### config.mk
export PLATFORM = sky130hd
export DESIGN_NAME = scan_bus_bridge
export DESIGN_NICKNAME = d
export VERILOG_FILES = /design/src/rtl/scan_bridge_pkg.sv /design/src/rtl/scan_bus_bridge_sync.sv /design/src/rtl/scan_bus_bridge.sv
export SDC_FILE = /design/constraint.sdc
export NUM_CORES = 1
export LEC_CHECK = 0
export BUFFER_PORTS_ARGS = -buffer_cell sky130_fd_sc_hd__buf_4
export CORE_AREA = 10 10 168 170
export CTS_CLUSTER_DIAMETER = 120
export DETAILED_ROUTE_END_ITERATION = 8
export DIE_AREA = 0 0 178 180
export PLACE_DENSITY = 0.71
export SKIP_LAST_GASP = 1
export SLEW_MARGIN = 20
export SYNTH_ARGS = -nofsm -noshare
export SYNTH_HDL_FRONTEND = slang
export SYNTH_HIERARCHICAL = 1
export SYNTH_SLANG_ARGS = --single-unit
### constraint.sdc
create_clock -name clk -period 13.7 [get_ports clk]
set_input_delay 2.74 -clock clk [delete_from_list [all_inputs] [get_ports clk]]
set_output_delay 2.74 -clock clk [all_outputs]
set_load 0.01 [all_outputs]
### src/rtl/scan_bridge_pkg.sv
// scan_bridge_pkg: shared FSM state type, scan chain field offsets and chain length.
package scan_bridge_pkg;
    typedef enum logic [1:0] {S_IDLE, S_ISSUE, S_WAIT_RD, S_DONE} state_t;
    localparam int OFF_WEN  = 0;
    localparam int OFF_REN  = 1;
    localparam int OFF_AINC = 2;
    localparam int OFF_ADDR = 3;
    function automatic int off_wdata(input int aw);
        return OFF_ADDR + aw;
    endfunction
    function automatic int off_rdata(input int aw, input int dw);
        return off_wdata(aw) + dw;
    endfunction
    function automatic int off_ready(input int aw, input int dw);
        return off_rdata(aw, dw) + dw;
    endfunction
    function automatic int off_err(input int aw, input int dw);
        return off_ready(aw, dw) + 1;
    endfunction
    function automatic int chain_len(input int aw, input int dw);
        return off_err(aw, dw) + 1;
    endfunction
endpackage

### src/rtl/scan_bus_bridge_sync.sv
// scan_sync: 2-flop synchronizer for one host scan pin plus toggle detect on the synced copy.
module scan_sync (
    input  logic clk,
    input  logic rst,
    input  logic i_d,
    output logic o_level,
    output logic o_edge
);
    logic r_meta, r_sync, r_prev;
    always_ff @(posedge clk or posedge rst)
        if (rst) {r_meta, r_sync, r_prev} <= '0;
        else     {r_meta, r_sync, r_prev} <= {i_d, r_meta, r_sync};
    assign o_level = r_sync;
    assign o_edge  = r_sync ^ r_prev;
endmodule

### src/rtl/scan_bus_bridge.sv
// scan_bus_bridge: host scan chain driving single-beat bus reads/writes with
// auto-increment, read timeout and status readback through the same chain.
module scan_bus_bridge
    import scan_bridge_pkg::*;
#(
    parameter int ADDR_W    = 20,
    parameter int DATA_W    = 32,
    parameter int ADDR_STEP = 1,
    parameter int TIMEOUT_W = 8
) (
    input  logic              clk,
    input  logic              rst,
    input  logic              scan_phi,
    input  logic              scan_phi_bar,
    input  logic              scan_data_in,
    input  logic              scan_load_chip,
    input  logic              scan_load_chain,
    input  logic              scan_id,
    output logic              scan_data_out,
    output logic              bus_valid,
    output logic              bus_we,
    output logic [ADDR_W-1:0] bus_addr,
    output logic [DATA_W-1:0] bus_wdata,
    input  logic              bus_ready,
    input  logic              bus_rvalid,
    input  logic [DATA_W-1:0] bus_rdata
);
    localparam int L    = chain_len(ADDR_W, DATA_W);
    localparam int O_WD = off_wdata(ADDR_W);
    localparam logic [TIMEOUT_W-1:0] TMO_LAST = TIMEOUT_W'((1 << TIMEOUT_W) - 2);
    localparam logic [ADDR_W-1:0]    STEP     = ADDR_W'(ADDR_STEP);

    logic [5:0] w_async, w_lvl, w_edge;
    logic       w_phi_rise, w_phibar_rise, w_chip_rise, w_id_tog, w_unused;

    assign w_async = {scan_id, scan_load_chain, scan_load_chip, scan_data_in, scan_phi_bar, scan_phi};
    for (genvar i = 0; i < 6; i++) begin : g_sync
        scan_sync u_sync (.clk(clk), .rst(rst), .i_d(w_async[i]), .o_level(w_lvl[i]), .o_edge(w_edge[i]));
    end
    assign w_phi_rise    = w_edge[0] & w_lvl[0];
    assign w_phibar_rise = w_edge[1] & w_lvl[1];
    assign w_chip_rise   = w_edge[3] & w_lvl[3];
    assign w_id_tog      = w_edge[5];
    assign w_unused      = ^{w_edge[2], w_edge[4], w_lvl[5]};

    logic [L-1:0]         r_chain;
    logic                 r_master;
    logic                 r_wen, r_ren, r_autoinc, r_ready, r_err;
    logic [ADDR_W-1:0]    r_addr;
    logic [DATA_W-1:0]    r_wdata, r_rdata;
    logic [TIMEOUT_W-1:0] r_tmo;
    state_t               r_state;
    logic                 r_bus_valid, r_bus_we;
    logic [ADDR_W-1:0]    r_bus_addr;
    logic [DATA_W-1:0]    r_bus_wdata;

    assign scan_data_out = r_chain[0];
    assign bus_valid     = r_bus_valid;
    assign bus_we        = r_bus_we;
    assign bus_addr      = r_bus_addr;
    assign bus_wdata     = r_bus_wdata;

    always_ff @(posedge clk or posedge rst) begin
        if (rst) begin
            r_master <= 1'b0;
            r_chain  <= '0;
        end else begin
            if (w_phi_rise)
                r_master <= w_lvl[2];
            if (w_phibar_rise)
                r_chain <= w_lvl[4] ? {r_err, r_ready, r_rdata, r_wdata, r_addr, r_autoinc, r_ren, r_wen}
                                    : {r_master, r_chain[L-1:1]};
        end
    end

    // Flag updates from the FSM are written after load_chip so completion wins a same-cycle tie.
    always_ff @(posedge clk or posedge rst) begin
        if (rst) begin
            {r_wen, r_ren, r_autoinc, r_ready, r_err} <= '0;
            r_addr      <= '0;
            r_wdata     <= '0;
            r_rdata     <= '0;
            r_tmo       <= '0;
            r_state     <= S_IDLE;
            r_bus_valid <= 1'b0;
            r_bus_we    <= 1'b0;
            r_bus_addr  <= '0;
            r_bus_wdata <= '0;
        end else begin
            if (w_chip_rise) begin
                r_wen     <= r_chain[OFF_WEN];
                r_ren     <= r_chain[OFF_REN];
                r_autoinc <= r_chain[OFF_AINC];
                r_addr    <= r_chain[OFF_ADDR +: ADDR_W];
                r_wdata   <= r_chain[O_WD +: DATA_W];
                r_ready   <= 1'b0;
                r_err     <= 1'b0;
            end
            case (r_state)
                S_IDLE: begin
                    if (w_id_tog && (r_wen ^ r_ren)) begin
                        r_state     <= S_ISSUE;
                        r_bus_valid <= 1'b1;
                        r_bus_we    <= r_wen;
                        r_bus_addr  <= r_addr;
                        r_bus_wdata <= r_wdata;
                    end else if (w_id_tog && r_wen && r_ren) begin
                        r_err   <= 1'b1;
                        r_ready <= 1'b1;
                    end
                end
                S_ISSUE: begin
                    if (bus_ready) begin
                        r_bus_valid <= 1'b0;
                        r_tmo       <= '0;
                        r_state     <= r_bus_we ? S_DONE : S_WAIT_RD;
                    end
                end
                S_WAIT_RD: begin
                    r_tmo <= r_tmo + 1'b1;
                    if (bus_rvalid) begin
                        r_rdata <= bus_rdata;
                        r_state <= S_DONE;
                    end else if (r_tmo == TMO_LAST) begin
                        r_err   <= 1'b1;
                        r_rdata <= '0;
                        r_state <= S_DONE;
                    end
                end
                default: begin
                    r_ready <= 1'b1;
                    r_addr  <= r_autoinc ? r_addr + STEP : r_addr;
                    r_state <= S_IDLE;
                end
            endcase
        end
    end
endmodule

# [Yosys cells after proc, flatten, opt, wreduce, memory -nomap -nowiden]
# Cells that the tools add are included.
[word_totals] ff_bits=259 latch_bits=0 mem_bits_rw=0 romBits=0 in_bits=42 out_inout_bits=55 wordCells=92 mem_count=0
[classes] addsub=2 multipliers=0 n_div=0 order_cmp=0 n_eq_ne=7 n_shift=0 n_mux=27 bitwise_logic=8 reduce_logical=16
[ops] operator="89-bit 2-to-1 mux" count=1
[ops] operator="32-bit 2-to-1 mux" count=2
[ops] operator="20-bit 2-to-1 mux" count=3
[ops] operator="20-bit by 1-bit adder with 20-bit output (second input constant)" count=1
[ops] operator="8-bit case mux with 2 select lines" count=1
[ops] operator="1-bit 2-to-1 mux" count=11
[ops] operator="8-bit by 1-bit adder with 8-bit output (second input constant)" count=1
[ops] operator="8-bit equality test (second input constant)" count=1
[ops] operator="2-bit 2-to-1 mux" count=4
[ops] operator="8-bit 2-to-1 mux" count=1
[ops] operator="2-bit AND reduction" count=4
[ops] operator="2-bit nonzero test" count=4
[ops] operator="1-bit case mux with 2 select lines" count=3
[ops] operator="2-bit case mux with 3 select lines" count=1
[ops] operator="3-bit AND reduction" count=2
[ops] operator="1-bit XOR" count=5
[ops] operator="2-bit != test (second input constant)" count=2
[ops] operator="1-bit bitwise AND" count=3
[ops] operator="1-bit logical AND" count=3
[ops] operator="3-bit != test (second input constant)" count=1
[ops] operator="3-bit OR reduction" count=1
[ops] operator="2-bit by 1-bit equality test with 1-bit output (second input constant)" count=1
[ops] operator="2-bit equality test (second input constant)" count=1
[ops] operator="2-bit logical NOT" count=1
[ops] operator="2 further kinds" count=2

# [Logic depth before layout (Yosys ltp)]
# Gate-level depths: netlist of run 1.
[logic_depth] depth_word=6 depth_mapped=7 depth_no_buf=6

# [By module]
# Netlist of run 1, hierarchy kept.
[by_module_without_submodules] module="scan_bus_bridge" n_inst=1 cells_per_inst=862 area_each_um2=10427.5
[by_module_without_submodules] module="scan_sync" n_inst=6 cells_per_inst=5 area_each_um2=87.6

# [Worst setup path after synthesis of run 1]
# Ideal clock, no wire load.
[synth_timing] kind="input -> register" from="input port bus_rvalid" to="register r_state[1]" setup_time_ns=0.125 t_arrival_ns=3.407 required_time_ns=13.575 slack_ns=10.168 stages=3 n_path_buf=0 cell_sequence="nor2b_1 -> a221o_1 -> mux2_2"
[synth_between] elab_chain_cells=2 elab_cells_between_ends=4 classes_between="1 x eq/ne; 2 x mux; 1 x reduce/logical"
[synth_rtl] element="start: declaration" line_no="scan_bus_bridge.sv:25" text="input logic bus_rvalid,"
[synth_rtl] element="3-bit != test (no source line) / 2-bit 2-to-1 mux (equally long branches)"
[synth_rtl] element="3-bit AND reduction (no source line) / 2-bit case mux with 3 select lines (equally long branches)"
[synth_rtl] element="end signal: assignment" line_no="scan_bus_bridge.sv:116" text="r_state <= r_bus_we ? S_DONE : S_WAIT_RD;"
[synth_rtl] element="end: declaration" line_no="scan_bus_bridge.sv:52" text="state_t r_state;"
# Parallel ways exist; a longest one is shown, timed or not.
# A chain may end at the register's enable or synchronous reset.

# [Final worst setup path of run 1]
[layout_timing] from="register r_bus_valid, in the netlist bus_valid" to="output port bus_valid"
[layout_lines] element="start: declaration" line_no="scan_bus_bridge.sv:53" text="logic r_bus_valid, r_bus_we;"
[layout_lines] element="start signal: assignment" line_no="scan_bus_bridge.sv:85" text="r_bus_valid <= 1'b0;"
[layout_lines] element="start signal: assignment" line_no="scan_bus_bridge.sv:103" text="r_bus_valid <= 1'b1;"
[layout_lines] element="start signal: assignment" line_no="scan_bus_bridge.sv:114" text="r_bus_valid <= 1'b0;"
[layout_lines] element="end: declaration" line_no="scan_bus_bridge.sv:20" text="output logic bus_valid,"
# No word-level cell between the ends.

==> metrics, run 1 <==
status=finished, final reports clean; minimum clock period after layout=3.85 ns; htree depth=1; Routed WL per cell=16.6 µm; share of cells above drive strength 1=25.9%; Final Hold Fails=0; critical-path cell list=buf_4; PortBufs=96; arrival time worst endpoint=1.11 ns; Critical Path Slowest Stage Cell=dfrtp_1; Cell Rows=58; period utilization=28.1%; filler cell count=2114; nets=1011; Slew @ Worst Pin=1.04 ns; Syn Nets=937; Startpoint Class=flop; final wirelength=21800 µm; first-pass GRT wire length=36800 µm; kind of critical path=flop to primary output; Int Pwr=1960 µW; DRC violations left=0; final RePlAce weighted congestion=0.789; maximum clock rate=0.260 GHz; via count=6893; Skew-Pair Late Insertion Delay=0.53 ns; max layer used=met4; Setup Skew=0.0164 ns; clk sinks=259; Initial DRC Count=394; Final Max Tran Viols=0; setup_tns=0 ns; worst path bufs/invs=1; Layout Area Growth over Synthesis=17.0%; Pwr Density=226 nW/µm²; switching share of power=32.2%; wire length on met1=10100 µm; Sequential Power Share=46.2%; CP max FO=3; dpl hpwl=13900 µm; number of global-route vias before repair=7127; Setup WS post-layout=9.85 ns; Final setup viols=0; CP max stage delay=0.42 ns; Post-Syn Instances=888; CTS tree=yes; Top delay family on crit path=flip-flops; ANT nets after route=0; Starting Density=43.7%; Top Ports=97; via-per-instance ratio=5.25; max_cap viols=0; GRT Util Overall=13.5%; Synth Cell Area=10900 µm²; Slew Limit Headroom=30.3%; leakage=0.00544 µW; Die X=178 µm; largest net degree at the start of global routing=99; CTS buffer count=28; Combinational Power Share=28.7%; clk slew on worst S/H paths=0.06 ns; Req. time, crit path=10.96 ns; # resized after CTS=0; total power=2880 µW; RSZ-0062 raised after global routing=false; Synthesis Warnings=6; Chip Height=180 µm; clock tree buffer depth=3; met2 routed WL=10200 µm; CTS root buf=clkbuf_16; Post-CTS Setup Inserts=0; min-delay worst type=flop to flop; initial antenna violation count=0; Clk pwr share=25.1%; DR pass1 iterations=5; post-place setup slack=9.26 ns; CP endpoint kind=primary output; Total Die Area=32000 µm²; hold buffer count at CTS=0; Mapped Avg Cell Area=12.3 µm²; Max VDD drop=0.123 mV; Antenna Cells=0; Core Area=24900 µm²; Psw=927 µW; total gr overflow=0; met3 WL post-DR=1020 µm
cells in the final DEF, fill, tap and decap left out, types with 8 or more instances in the layout:
cell and instances:
mux2i_1 92, dfrtp_1 258, nand4_1 9, buf_4 101, a22o_1 34, clkinv_2 10
clkbuf_16 29, nor2_1 115, nand2_1 18, mux2_2 91, a21oi_1 100, inv_1 14
clkbuf_1 8
per-stage QoR:
step / hold slack [ns] / utilization, % / cells / cell area [µm²]
after floorplan: 0.331 / - / 888 / 10900
after CTS: 0.348 / 51.1 / 1313 / 12700
after global placement: 0.333 / 47.6 / 1262 / 11800
after global routing: 0.349 / 51.2 / 1313 / 12700
after detailed placement: 0.336 / 47.6 / 1262 / 11800
final: 0.347 / 51.2 / 1313 / 12700
routing by layer:
metal / track usage, % / vias to the layer above
li1: - / 3322
met1: 18.5 / 3419
met2: 21.6 / 121
met3: 2.72 / 31
met4: 3.24 / 0
met5: 0 / -
final cells by class:
type / instances / area (µm²) / area share, %
timing repair buffer: 102 / 769 / 6.04
clock inverter: 13 / 118 / 0.923
sequential: 259 / 6480 / 50.9
multi-input combinational: 556 / 4120 / 32.3
clock buffer: 38 / 769 / 6.04
inverter: 15 / 63.8 / 0.501
tap: 330 / 413 / 3.24
state kept, by name, summed over array words and instances (netlist names):
register,flops
bus_addr,20
bus_valid,1
bus_wdata,32
bus_we,1
g_sync.u_sync/o_level,6
g_sync.u_sync/r_meta,6
g_sync.u_sync/r_prev,4
r_addr,20
r_autoinc,1
r_chain,89
r_err,1
r_master,1
r_rdata,32
r_ready,1
r_ren,1
r_state,2
r_tmo,8
r_wdata,32
r_wen,1
power groups by stage:
| stage | registers (µW) | clock network [µW] | logic [µW] |
|---|---|---|---|
| finish | 1330 | 723 | 827 |
| global route | 1380 | 775 | 927 |
| CTS | 1330 | 739 | 846 |
| detailed placement | 1340 | 0 | 842 |
| global placement | 1330 | 0 | 811 |
| floorplan | 1290 | 0 | 579 |
worst paths after layout:
kind	start	depth (start not counted)	end	slack (ns)
min	g_sync[5].u_sync/r_meta	0	g_sync[5].u_sync/o_level	0.35
max reg2reg	g_sync[3].u_sync/o_level	5	r_addr[13]	10.73
max in group asynchronous	rst	3	bus_addr[9]	10.03
max	bus_valid	1	bus_valid	9.85
min in group asynchronous	rst	2	g_sync[4].u_sync/o_level	2.11
min reg2reg	g_sync[5].u_sync/r_meta	0	g_sync[5].u_sync/o_level	0.35
No activity file was read; power rests on OpenSTA's default activity.
==> inputs of run 2 (changes only) <==
==> constraint.sdc (replaced) <==
create_clock -name clk -period 3.7 [get_ports clk]
set_input_delay 0.74 -clock clk [delete_from_list [all_inputs] [get_ports clk]]
set_output_delay 0.74 -clock clk [all_outputs]
set_load 0.01 [all_outputs]
==> metrics, run 2 (synthesis gave the netlist of run 1 again) <==
status=finished, final reports clean; total power=10700 µW; GRT Util Overall=13.4%; DRC violations left=0; Slew @ Worst Pin=0.932 ns; Max VDD drop=0.397 mV; via count=6950; arrival time worst endpoint=2.70 ns; CTS root buf=clkbuf_16; CP max FO=19; largest net degree at the start of global routing=102; Routed WL per cell=16.4 µm; Setup Skew=0.0176 ns; PortBufs=96; most frequent cells in the layout=dfrtp_1, nor2_1, buf_4; DR pass1 iterations=4; clk slew on worst S/H paths=0.06 ns; kind of critical path=flop to flop; minimum clock period after layout=2.30 ns; clock tree buffer depth=3; Biggest register=r_chain; share of cells above drive strength 1=26.1%; number of global-route vias before repair=7122; Initial DRC Count=487; Cell Rows=58; Final Core Density=51.5%; period utilization=62.1%; CTS tree=yes; Final setup viols=0; # resized after CTS=0; most common cell after layout, fill and taps aside=dfrtp_1; Pwr Density=835 nW/µm²; first-pass GRT wire length=36600 µm; Critical path origin=r_state[1]; CTS buffer count=28; Final Max Tran Viols=0; RR Startpoint=r_state[1]; Total Die Area=32000 µm²; leakage=0.00547 µW; min-delay worst type=input pin to asynchronous set/reset pin; Startpoint Class=flop; Post-CTS Setup Inserts=0; placed cell count=1267; Layout Area Growth over Synthesis=17.8%; hold buffer count at CTS=0; via-per-instance ratio=5.28; final RePlAce weighted congestion=0.762; clk sinks=259; final wirelength=21700 µm; Cell Count, Final, Fillers Out=1317; htree depth=1; Core Area=24900 µm²; Top Ports=97; ANT nets after route=0; Die X=178 µm; total gr overflow=0; dpl hpwl=14000 µm; Skew-Pair Late Insertion Delay=0.54 ns; Starting Density=43.7%; Antenna Cells=0; CP endpoint kind=flop; Slew Limit Headroom=37.9%; max reg flops=89; maximum clock rate=0.435 GHz; Chip Height=180 µm; max_cap viols=0; Req. time, crit path=4.11 ns; Final Hold Fails=0; RSZ-0062 raised after global routing=false; initial antenna violation count=0; nets=1016
[run 2: metal layers]
| layer | vias to the layer above | global-route usage [%] | share of wire (%) | wire length, µm |
|---|---|---|---|---|
| li1 | 3318 | - | - | - |
| met1 | 3473 | 18.3 | 45 | 9850 |
| met2 | 124 | 21.0 | 47 | 10100 |
| met3 | 35 | 2.79 | 5.1 | 1100 |
| met4 | 0 | 4.00 | 2.6 | 566 |
| met5 | - | 0 | 0 | 0 |
[run 2: where the power goes]
part           internal, µW  leakage (µW)  switching (µW)  total [µW]
Combinational          1660       0.00220            1410        3070
Clock                  1610      0.000438            1080        2700
Sequential             4000       0.00283             937        4940
Total                  7270       0.00547            3430       10700
[run 2: worst max-delay path: stages (launching register included)]
cell	delay, ns
dfrtp_1	0.39
ha_1	0.59
inv_1	0.23
or4_4	0.63
o211ai_2	0.19
o311ai_2	0.12
[run 2: area by class of cell]
cell class / instances / area [µm²]
Clock buffer: 39 / 783
Tap cell: 330 / 413
Inverter: 15 / 60.1
Fill cell: 2177 / 12100
Sequential cell: 259 / 6480
Timing Repair Buffer: 107 / 853
Multi-Input combinational cell: 556 / 4120
Clock inverter: 11 / 114
[run 2: per-stage QoR]
step / worst slack (ns) / hold slack [ns] / cell area [µm²] / setup TNS (ns)
3_3_place_gp: 1.47 / 0.332 / 11900 / 0
5_1_grt: 1.16 / 0.114 / 12800 / 0
4_1_cts: 1.41 / 0.101 / 12800 / 0
2_1_floorplan: -0.230 / 0.331 / 10900 / -55.84
6_report: 1.40 / 0.127 / 12800 / 0
3_5_place_dp: 1.42 / 0.336 / 11900 / 0
[run 2: path summary, 6_finish.rpt]
check / endpoint / slack [ns] / cells past startpoint
worst max-delay path: r_addr[18] / 1.40 / 5
worst min-delay path: g_sync[4].u_sync/o_level / 0.13 / 2
worst max register to register: r_addr[18] / 1.40 / 5
worst min register to register: g_sync[5].u_sync/o_level / 0.35 / 0
max in group asynchronous: r_wdata[2] / 2.67 / 3
min in group clk: g_sync[4].u_sync/r_meta / 0.32 / 1
==> inputs of run 3 (changes only) <==
==> constraint.sdc (replaced) <==
create_clock -name clk -period 2.2 [get_ports clk]
set_input_delay 0.44 -clock clk [delete_from_list [all_inputs] [get_ports clk]]
set_output_delay 0.44 -clock clk [all_outputs]
set_load 0.01 [all_outputs]
==> metrics, run 3 (synthesis gave the netlist of run 1 again) <==
Layout Area Growth over Synthesis=20.4%; GRT met2 Usage=21.6%; met1 Resource Use GR=19.0%; DRC violations left=0; htree depth=1; Biggest register=r_chain; Top delay family on crit path=simple AND/OR/NAND/NOR gates; largest net degree at the start of global routing=95; Final Hold Fails=0; dpl hpwl=14500 µm; Clk pwr share=25.7%; Psw=5780 µW; Setup WS post-layout=0.266 ns; busiest grt layer=met2; CTS buffer count=27; Int Pwr=12500 µW; Cell Rows=58; Die X=178 µm; Final Max Tran Viols=0; RSZ-0062 raised after global routing=false; Core Area=24900 µm²; Slew @ Worst Pin=0.685 ns; leakage=0.00561 µW; Slew Limit Headroom=54.2%; cell depth of the worst setup path=5; initial antenna violation count=0; clk slew on worst S/H paths=0.06 ns; Critical Path Slowest Stage Cell=or4_4; maximum clock rate=0.517 GHz; R2R depth=5; number of global-route vias before repair=7329; max_cap viols=0; Max VDD drop=0.672 mV; most common cell after layout, fill and taps aside=dfrtp_1; Total Die Area=32000 µm²; worst path bufs/invs=0; CP endpoint kind=flop; Antenna Cells=0; CP max stage delay=0.60 ns; final instance area=13100 µm²; Post-CTS Setup Inserts=0; CP max FO=9; max reg flops=89; post-place setup slack=0.283 ns; clk sinks=259; Startpoint Class=flop; first-pass GRT wire length=37500 µm; min-delay worst type=input pin to flop; nets=1030; via-per-instance ratio=5.27; DR pass1 iterations=4; CTS root buf=clkbuf_16; final RePlAce weighted congestion=0.846; setup_tns=0 ns; CTS tree=yes; most frequent cells in the layout=dfrtp_1, nor2_1, buf_4; via count=6991; Req. time, crit path=2.59 ns; critical-path cell list=ha_1 -> nand4_2 -> or4_4 -> o211ai_2 -> o311ai_2; arrival time worst endpoint=2.32 ns; Top Ports=97; period utilization=87.9%; minimum clock period after layout=1.93 ns; Routed WL per cell=16.5 µm; GRT Util Overall=13.7%; total gr overflow=0; Final setup viols=0; Post-DP Area=12200 µm²; met3 Track Usage GR=2.58%; clock tree buffer depth=3; Initial DRC Count=505; Pwr Density=1400 nW/µm²; Skew-Pair Late Insertion Delay=0.52 ns; share of cells above drive strength 1=27.1%; Worst Hold Depth=1; Chip Height=180 µm; Sequential Power Share=45.4%; ANT nets after route=0; status=finished, final reports clean; switching share of power=31.5%; Starting Density=43.7%; final wirelength=21900 µm; Setup Skew=0.0123 ns; Combinational Power Share=28.9%; WHS=0.0317 ns; PortBufs=96; kind of critical path=flop to flop
run 3: path summary, 6_finish.rpt:
check,start,end,slack [ns]
max in group asynchronous,rst,r_wdata[0],0.97
min,scan_load_chain,g_sync[4].u_sync/r_meta,0.03
min reg2reg,g_sync[0].u_sync/r_meta,g_sync[0].u_sync/o_level,0.34
max,r_addr[0],r_addr[18],0.27
max reg2reg,r_addr[0],r_addr[18],0.27
min in group asynchronous,rst,g_sync[2].u_sync/o_level,0.38
run 3: metrics by stage:
stage / utilization (%) / std cells / total power, µW
floorplan: - / 888 / 11700
detailed placement: 48.9 / 1281 / 13800
finish: 52.6 / 1327 / 18300
CTS: 52.6 / 1327 / 18600
global placement: 48.9 / 1281 / 13500
global route: 52.6 / 1327 / 19600
run 3: power groups by stage:
stage                     clock (µW)  combinational [µW]  sequential [µW]
after detailed placement           0                5370             8390
final                           4720                5300             8310
after CTS                       4840                5410             8320
after global placement             0                5200             8300
after floorplan                    0                3600             8060
after global routing            5030                5950             8600
run 3: cell type report:
cell class / count / area (µm²)
well taps: 330 / 413
clock inverters: 6 / 130
inverters: 15 / 60.1
fillers: 2138 / 11800
multi-input cells: 556 / 4120
clock buffers: 39 / 791
repair buffers: 122 / 1110
flip-flops and latches: 259 / 6480
run 3: per-layer routing:
layer / up-vias / share of wire [%]
met5: - / 0
met4: 0 / 1.7
met3: 24 / 4.1
met2: 119 / 47
met1: 3485 / 47
li1: 3363 / -
run 3: what timing repair did:
item                                   in CTS  in global routing
resized for setup                           0                  0
endpoints found under the hold margin      16                  0
hold buffers                                1                  0
run 3: worst register-to-register path, stage by stage (launching register included):
cell and delay (ns):
dfrtp_1 0.48, ha_1 0.26, nand4_2 0.16, or4_4 0.60
o211ai_2 0.19, o311ai_2 0.11
